### src/rtl/ex_div_ctrl.sv
// EX-stage divide sequencer: launches the iterative divider, stalls EX until it returns, then drives the HI/LO write.
// Build option DIV_WATCHDOG_EN adds a BUSY-cycle watchdog that aborts a divider that never reports ready.
module ex_div_ctrl #(
    parameter int WDOG_LIMIT = 48
) (
    input  logic        clk,
    input  logic        rst,
    input  logic        div_req_i,
    input  logic        div_signed_i,
    input  logic [31:0] opdata1_i,
    input  logic [31:0] opdata2_i,
    input  logic        flush_i,
    input  logic        stall_i,
    output logic        div_start_o,
    output logic        div_annul_o,
    output logic        div_signed_o,
    output logic [31:0] div_opdata1_o,
    output logic [31:0] div_opdata2_o,
    input  logic [63:0] div_result_i,
    input  logic        div_ready_i,
    output logic        stallreq_o,
    output logic        whilo_o,
    output logic [31:0] hi_o,
    output logic [31:0] lo_o,
    output logic        div_err_o
);

    typedef enum logic [1:0] {IDLE, ZERO, BUSY, DONE} state_t;

    state_t      state;
    state_t      state_nx;
    logic        accept;
    logic        wdog_hit;
    logic [63:0] result;

    if (WDOG_LIMIT < 2 || WDOG_LIMIT > 64) begin : g_bad_limit
        $error("WDOG_LIMIT must fit the 6-bit watchdog counter");
    end

`ifdef DIV_WATCHDOG_EN
    logic [5:0] wdog_cnt;
    logic       err;

    // Counter sits at zero outside BUSY, so it starts from zero on every BUSY entry.
    always_ff @(posedge clk or posedge rst) begin
        if (rst) begin
            wdog_cnt <= 6'd0;
            err      <= 1'b0;
        end else begin
            wdog_cnt <= (state == BUSY) ? wdog_cnt + 6'd1 : 6'd0;
            if (accept)
                err <= 1'b0;
            else if (wdog_hit)
                err <= 1'b1;
        end
    end

    assign wdog_hit  = (state == BUSY) & ~flush_i & ~div_ready_i &
                       (wdog_cnt == 6'(WDOG_LIMIT - 1));
    assign div_err_o = err;
`else
    assign wdog_hit  = 1'b0;
    assign div_err_o = 1'b0;
`endif

    always_ff @(posedge clk or posedge rst) begin
        if (rst) begin
            state         <= IDLE;
            div_signed_o  <= 1'b0;
            div_opdata1_o <= 32'd0;
            div_opdata2_o <= 32'd0;
            result        <= 64'd0;
        end else begin
            state <= state_nx;
            if (accept) begin
                div_signed_o  <= div_signed_i;
                div_opdata1_o <= opdata1_i;
                div_opdata2_o <= opdata2_i;
            end
            if (state == ZERO)
                result <= 64'd0;
            else if (state == BUSY && !flush_i && div_ready_i)
                result <= div_result_i;
            else if (wdog_hit)
                result <= 64'd0;
        end
    end

    always_comb begin
        state_nx    = state;
        accept      = 1'b0;
        div_annul_o = 1'b0;
        case (state)
            IDLE: begin
                if (div_req_i && !flush_i) begin
                    accept   = 1'b1;
                    state_nx = (opdata2_i == 32'd0) ? ZERO : BUSY;
                end
            end
            ZERO: state_nx = DONE;
            BUSY: begin
                // Flush wins over a same-cycle ready: the result is discarded.
                if (flush_i) begin
                    div_annul_o = 1'b1;
                    state_nx    = IDLE;
                end else if (div_ready_i) begin
                    state_nx = DONE;
                end else if (wdog_hit) begin
                    div_annul_o = 1'b1;
                    state_nx    = DONE;
                end
            end
            DONE: begin
                if (flush_i || !stall_i)
                    state_nx = IDLE;
            end
            default: state_nx = IDLE;
        endcase
    end

    assign div_start_o = (state == BUSY);
    assign stallreq_o  = div_req_i & (state != DONE);
    assign whilo_o     = (state == DONE) & ~flush_i;
    assign hi_o        = result[63:32];
    assign lo_o        = result[31:0];

endmodule

### config.mk
export PLATFORM = sky130hd
export DESIGN_NAME = ex_div_ctrl
export DESIGN_NICKNAME = d
export VERILOG_FILES = /design/src/rtl/ex_div_ctrl.sv
export SDC_FILE = /design/constraint.sdc
export NUM_CORES = 1
export LEC_CHECK = 0
export ABC_AREA = 1
export BUFFER_PORTS_ARGS = -buffer_cell sky130_fd_sc_hd__buf_2
export CAP_MARGIN = 40
export CORE_ASPECT_RATIO = 1.25
export CORE_MARGIN = 2
export CORE_UTILIZATION = 42
export CTS_CLUSTER_DIAMETER = 50
export DETAILED_ROUTE_END_ITERATION = 16
export MAX_ROUTING_LAYER = met4
export PLACE_DENSITY_LB_ADDON = 0.15
export RECOVER_POWER = 100
export REMOVE_ABC_BUFFERS = 1
export SLEW_MARGIN = 0
export SYNTH_ARGS = -nofsm -noshare
export SYNTH_HDL_FRONTEND = slang
export SYNTH_SLANG_ARGS = --single-unit
export TNS_END_PERCENT = 1
### constraint.sdc
create_clock -name clk -period 3.5 [get_ports clk]
set_clock_uncertainty 0.2 [all_clocks]
set_input_delay 0.175 -clock clk [delete_from_list [all_inputs] [get_ports clk]]
set_output_delay 0.175 -clock clk [all_outputs]
set_load 0.02 [all_outputs]
---- Yosys cells after proc, flatten, opt, wreduce, memory -nomap -nowiden ----
Cells that the tools add are included.
word-level totals
  bits of input ports ..................... 135
  bits in registers ....................... 131
  output and inout bits ................... 134
  logic and storage cells ................. 37
operators by class
  muxes and demuxes ....................... 12
  reductions and logical operators ........ 10
  bitwise gates (word level) .............. 3
  equal/unequal tests ..................... 7
operators by type and width
  operator                                                                count
  64-bit two-way mux                                                      2
  32-bit logical NOT                                                      1
  2-bit two-way mux                                                       5
  2-bit case mux with 4 select lines                                      1
  2-bit != test (second input constant)                                   3
  2-bit equality test (second input constant)                             2
  1-bit two-way mux                                                       4
  1-bit logical AND                                                       3
  3-bit by 2-bit != test with 1-bit output (second input constant)        1
  3-bit AND reduction                                                     1
  1-bit bitwise AND                                                       2
  2-bit by 1-bit equality test with 1-bit output (second input constant)  1
  1-bit logical NOT                                                       2
  2-bit logical NOT                                                       1
  2-bit nonzero test                                                      1
  1-bit logical OR                                                        1
  1-bit NOT                                                               1

---- Logic depth before layout (Yosys ltp) ----
  depth in word-level cells ............... 5
  mapped depth ............................ 7
  depth with buffers taken out ............ 7

---- Least setup slack after synthesis ----
Ideal clock, no wire load.
  path kind ............................... register -> register
  start ................................... register state[0]
  end ..................................... register result[0]
  setup time .............................. 130 ps
  slack ................................... 1,919 ps
  buffers on the path ..................... 2
  cell stages (with the launch flop) ...... 7
  data arrival time ....................... 1,250 ps
  data required time ...................... 3,170 ps
  clock period less this slack ............ 1,581 ps
  cell sequence ........................... dfrtp_1 nor2_4 nand3_2 buf_4 buf_6 nand3_1 o21ai_1
on the way
  cells in the longest elaborated chain, start to end .. 4
  elaborated cells between the ends (all ways) .. 6
  those cells by class .................... eq/ne: 2; mux: 1; reduce/logical: 3
RTL lines
  what                                 RTL line  source
  from (decl)                          30        state_t state;
  from (signal assigned)               74        state <= state_nx;
  2-bit equality test                  -
  named net div_start_o                14        output logic div_start_o,
  1-bit logical AND (2 in a row)       82        else if (state == BUSY && !flush_i && div_ready_i)
  2-bit nonzero test (no source line)  -
  to (signal assigned)                 83        result <= div_result_i;
  to (decl)                            34        logic [63:0] result;
The timed path passes the listed nets, and every way through them passes these cells.
A chain may end at the register's enable or synchronous reset.

---- Worst setup path in the final report ----
  start ................................... register state[1]
  end ..................................... register result[3]
on the way
  cells in the longest elaborated chain, start to end .. 4
  elaborated cells between the ends (all ways) .. 6
  those cells by class .................... eq/ne: 2; mux: 1; reduce/logical: 3
RTL lines
  what                                 RTL line
  2-bit equality test                  82
  1-bit logical AND (2 in a row)       82
  2-bit nonzero test (no source line)  -
Parallel ways exist; a longest one is shown, timed or not.

==> flow_summary.ini <==
[cts]
root_buffer = clkbuf_16
clk-insertion-delay-late_ns = 0.40
cts.path.max_buffers = 2
cts.sinks = 131
cts_resized = 0
cts_made_buffers = 17
post_cts_buffers = 0
cts_tree = yes
htree_num_levels = 4
ctsHoldBuffers = 134
clk_pin_slew_ns = 0.06

[synthesis]
syn_area_per_cell_um2 = 11.5
synth-seq-cells = 131
syn_area_um2 = 5490
synth.distinct_cells = 23
synth_cells = 478
seq_area_frac_synth_pct = 59.7
synth_warnings = 0

[power]
vdd_drop_max_uv = 362
pwr-share-comb_pct = 40.1
swShare_pct = 41.1
intPower_w = 0.00423
power.switching_w = 0.00296
power.density_nw_per_um2 = 842
seqPwrFrac_pct = 37.2
fin_total_pwr_w = 0.00719
leakage_nw = 4.16
power.share.clock_pct = 22.8

[timing]
rsz0062_at_grt = no
layout_setup_ws_ns = 0.938
max_freq_ghz = 0.390
slew-limit-headroom_pct = -43.6
period_needed_ns = 2.56
hold_viol = 0
finalSetupViolCount = 0
tightestPinTransition_ns = 2.14
slew_violations = 49
fin_crit_sh_pct = 73.2

[layout]
nFillCells = 1032
layout.nets = 1014
area_growth_pct = 55.4
drive_gt1_share_pct = 24.7
instances_no_fill = 1060
diodes = 0
design_area_um2 = 8540

[detailed_routing]
ant_nets = 0
drc = 0
vias = 4911
firstDrtPassIters = 6
drt-initial-drc-count = 206
wirelength_um = 16100
vias_per_cell = 4.63
routedWlPerCell_um = 15.2

[status]
violations = max-capacitance violations, max-slew violations
status = finished with violations

[worst_setup_path]
cp.arrival_ns = 2.61
end_kind = register
slowest_stage = clkbuf_2
timing.rr.start = state[1]$_DFFE_PP0P_
slowest_delay_ns = 0.59
cp.required_ns = 3.55
worstPathCellList = inv_1 > nor2_1 > nand3_4 > clkbuf_2 > nand3_1 > o21ai_0
r2r_setup_slack_ns = 0.94
crit_fanout = 46
crit_type = reg2reg
critPathLaunchType = register
crit_start = state[1]$_DFFE_PP0P_

[die]
coreArea_um2 = 12700
die_area_um2 = 14000
die_h_um = 132
ioPinCount = 269
start_util_pct = 43.2
rows = 46
die_width_um = 106

[placement]
hpwl_um = 10200
placed_cell_area_um2 = 6970
dp_cells = 894
io_buffers = 267
gp_congestion = 0.785
dp_slack_ns = 1.43

[global_route]
gr-total-overflow = 0
grt_pass1_vias = 5279
grt_pass1_wl_um = 25800
antenna_found_initial = 0
grt_max_degree = 49
grtUsageTotal_pct = 23.9

[worst_hold_path]
hp-class = in2reg
hold_start = div_ready_i

[run]
max-cap-violations = 1
kinds of logic after synthesis:
family | synth area share (%)
compound gates | 6.79
buf+inv | 7.97
flops | 59.7
mux | 14.7
other cells | 0.0683
simple gates | 10.8
stage by stage:
stage / util [%] / TNS [ns] / hold slack, ns
floorplan: - / -48.82 / 0.108
global placement: 54.4 / 0 / 0.0896
detailed placement: 54.8 / 0 / 0.0978
CTS: 69.7 / 0 / 0.0765
global route: 67.1 / 0 / 0.114
finish: 67.1 / 0 / 0.107
power groups by stage:
stage               Clock (W)  Sequential, W  Combinational [W]
floorplan                   0        0.00354            0.00110
global placement            0        0.00263            0.00305
detailed placement          0        0.00266            0.00315
CTS                   0.00168        0.00265            0.00328
global route          0.00173        0.00275            0.00311
finish                0.00164        0.00267            0.00288
registers in the layout, indices dropped and copies added, names as in the netlist:
register	flops
state	2
div_opdata2_o	32
div_opdata1_o	32
div_signed_o	1
result	64
area by class of cell:
cell class / count / area [µm²] / area share, %
Sequential cell: 131 / 3280 / 38.4
Timing Repair Buffer: 410 / 2610 / 30.5
Multi-Input combinational cell: 252 / 1640 / 19.2
Clock buffer: 22 / 464 / 5.44
Inverter: 67 / 253 / 2.96
Tap cell: 168 / 210 / 2.46
Clock inverter: 10 / 83.8 / 0.982
cell usage after synthesis, drive strengths merged:
cell type,n,area share (%)
o21ai,64,6.5
nand2,24,1.6
a21oi,3,0.27
clkbuf,11,0.75
nand3,71,7.1
nand3b,1,0.14
buf,17,2.6
nor2,24,1.8
nor3,1,0.091
mux2,63,15
conb,1,0.068
inv,67,4.6
dfrtp,131,60
path summary, 6_finish.rpt:
path | endpoint | cells past startpoint
setup / recovery | result[3]$_DFFE_PP0P_ | 6
setup reg to reg | result[3]$_DFFE_PP0P_ | 6
min in group asynchronous | div_opdata1_o[10]$_DFFE_PP0P_ | 3
max in group asynchronous | result[38]$_DFFE_PP0P_ | 4
hold reg to reg | div_opdata2_o[26]$_DFFE_PP0P_ | 2
hold / removal | state[1]$_DFFE_PP0P_ | 5
routing by layer:
layer / GRT usage [%] / share of wire, % / up-vias
met5: - / 0 / -
met4: 8.11 / 1.4 / 0
met3: 5.54 / 5.9 / 19
met2: 42.6 / 53 / 191
met1: 26.0 / 39 / 2326
li1: - / - / 2375
placed cells by master, fill, tap and decap left out, types with 23 or more instances in the layout:
cell type	n
buf_2	134
clkbuf_1	136
dlygate4sd3_1	134
mux2_2	37
mux2_1	26
nor2_1	24
nand2_1	23
dfrtp_1	131
nand3_1	69
o21ai_0	53
inv_1	66
worst max-delay path: cells and delay by family (launching register included):
| kind | cells | cell delay, ns |
|---|---|---|
| simple gates | 3 | 0.99 |
| buf+inv | 2 | 0.69 |
| flops | 1 | 0.41 |
| compound gates | 1 | 0.11 |
Note: power is estimated with default switching activity, not from simulation.
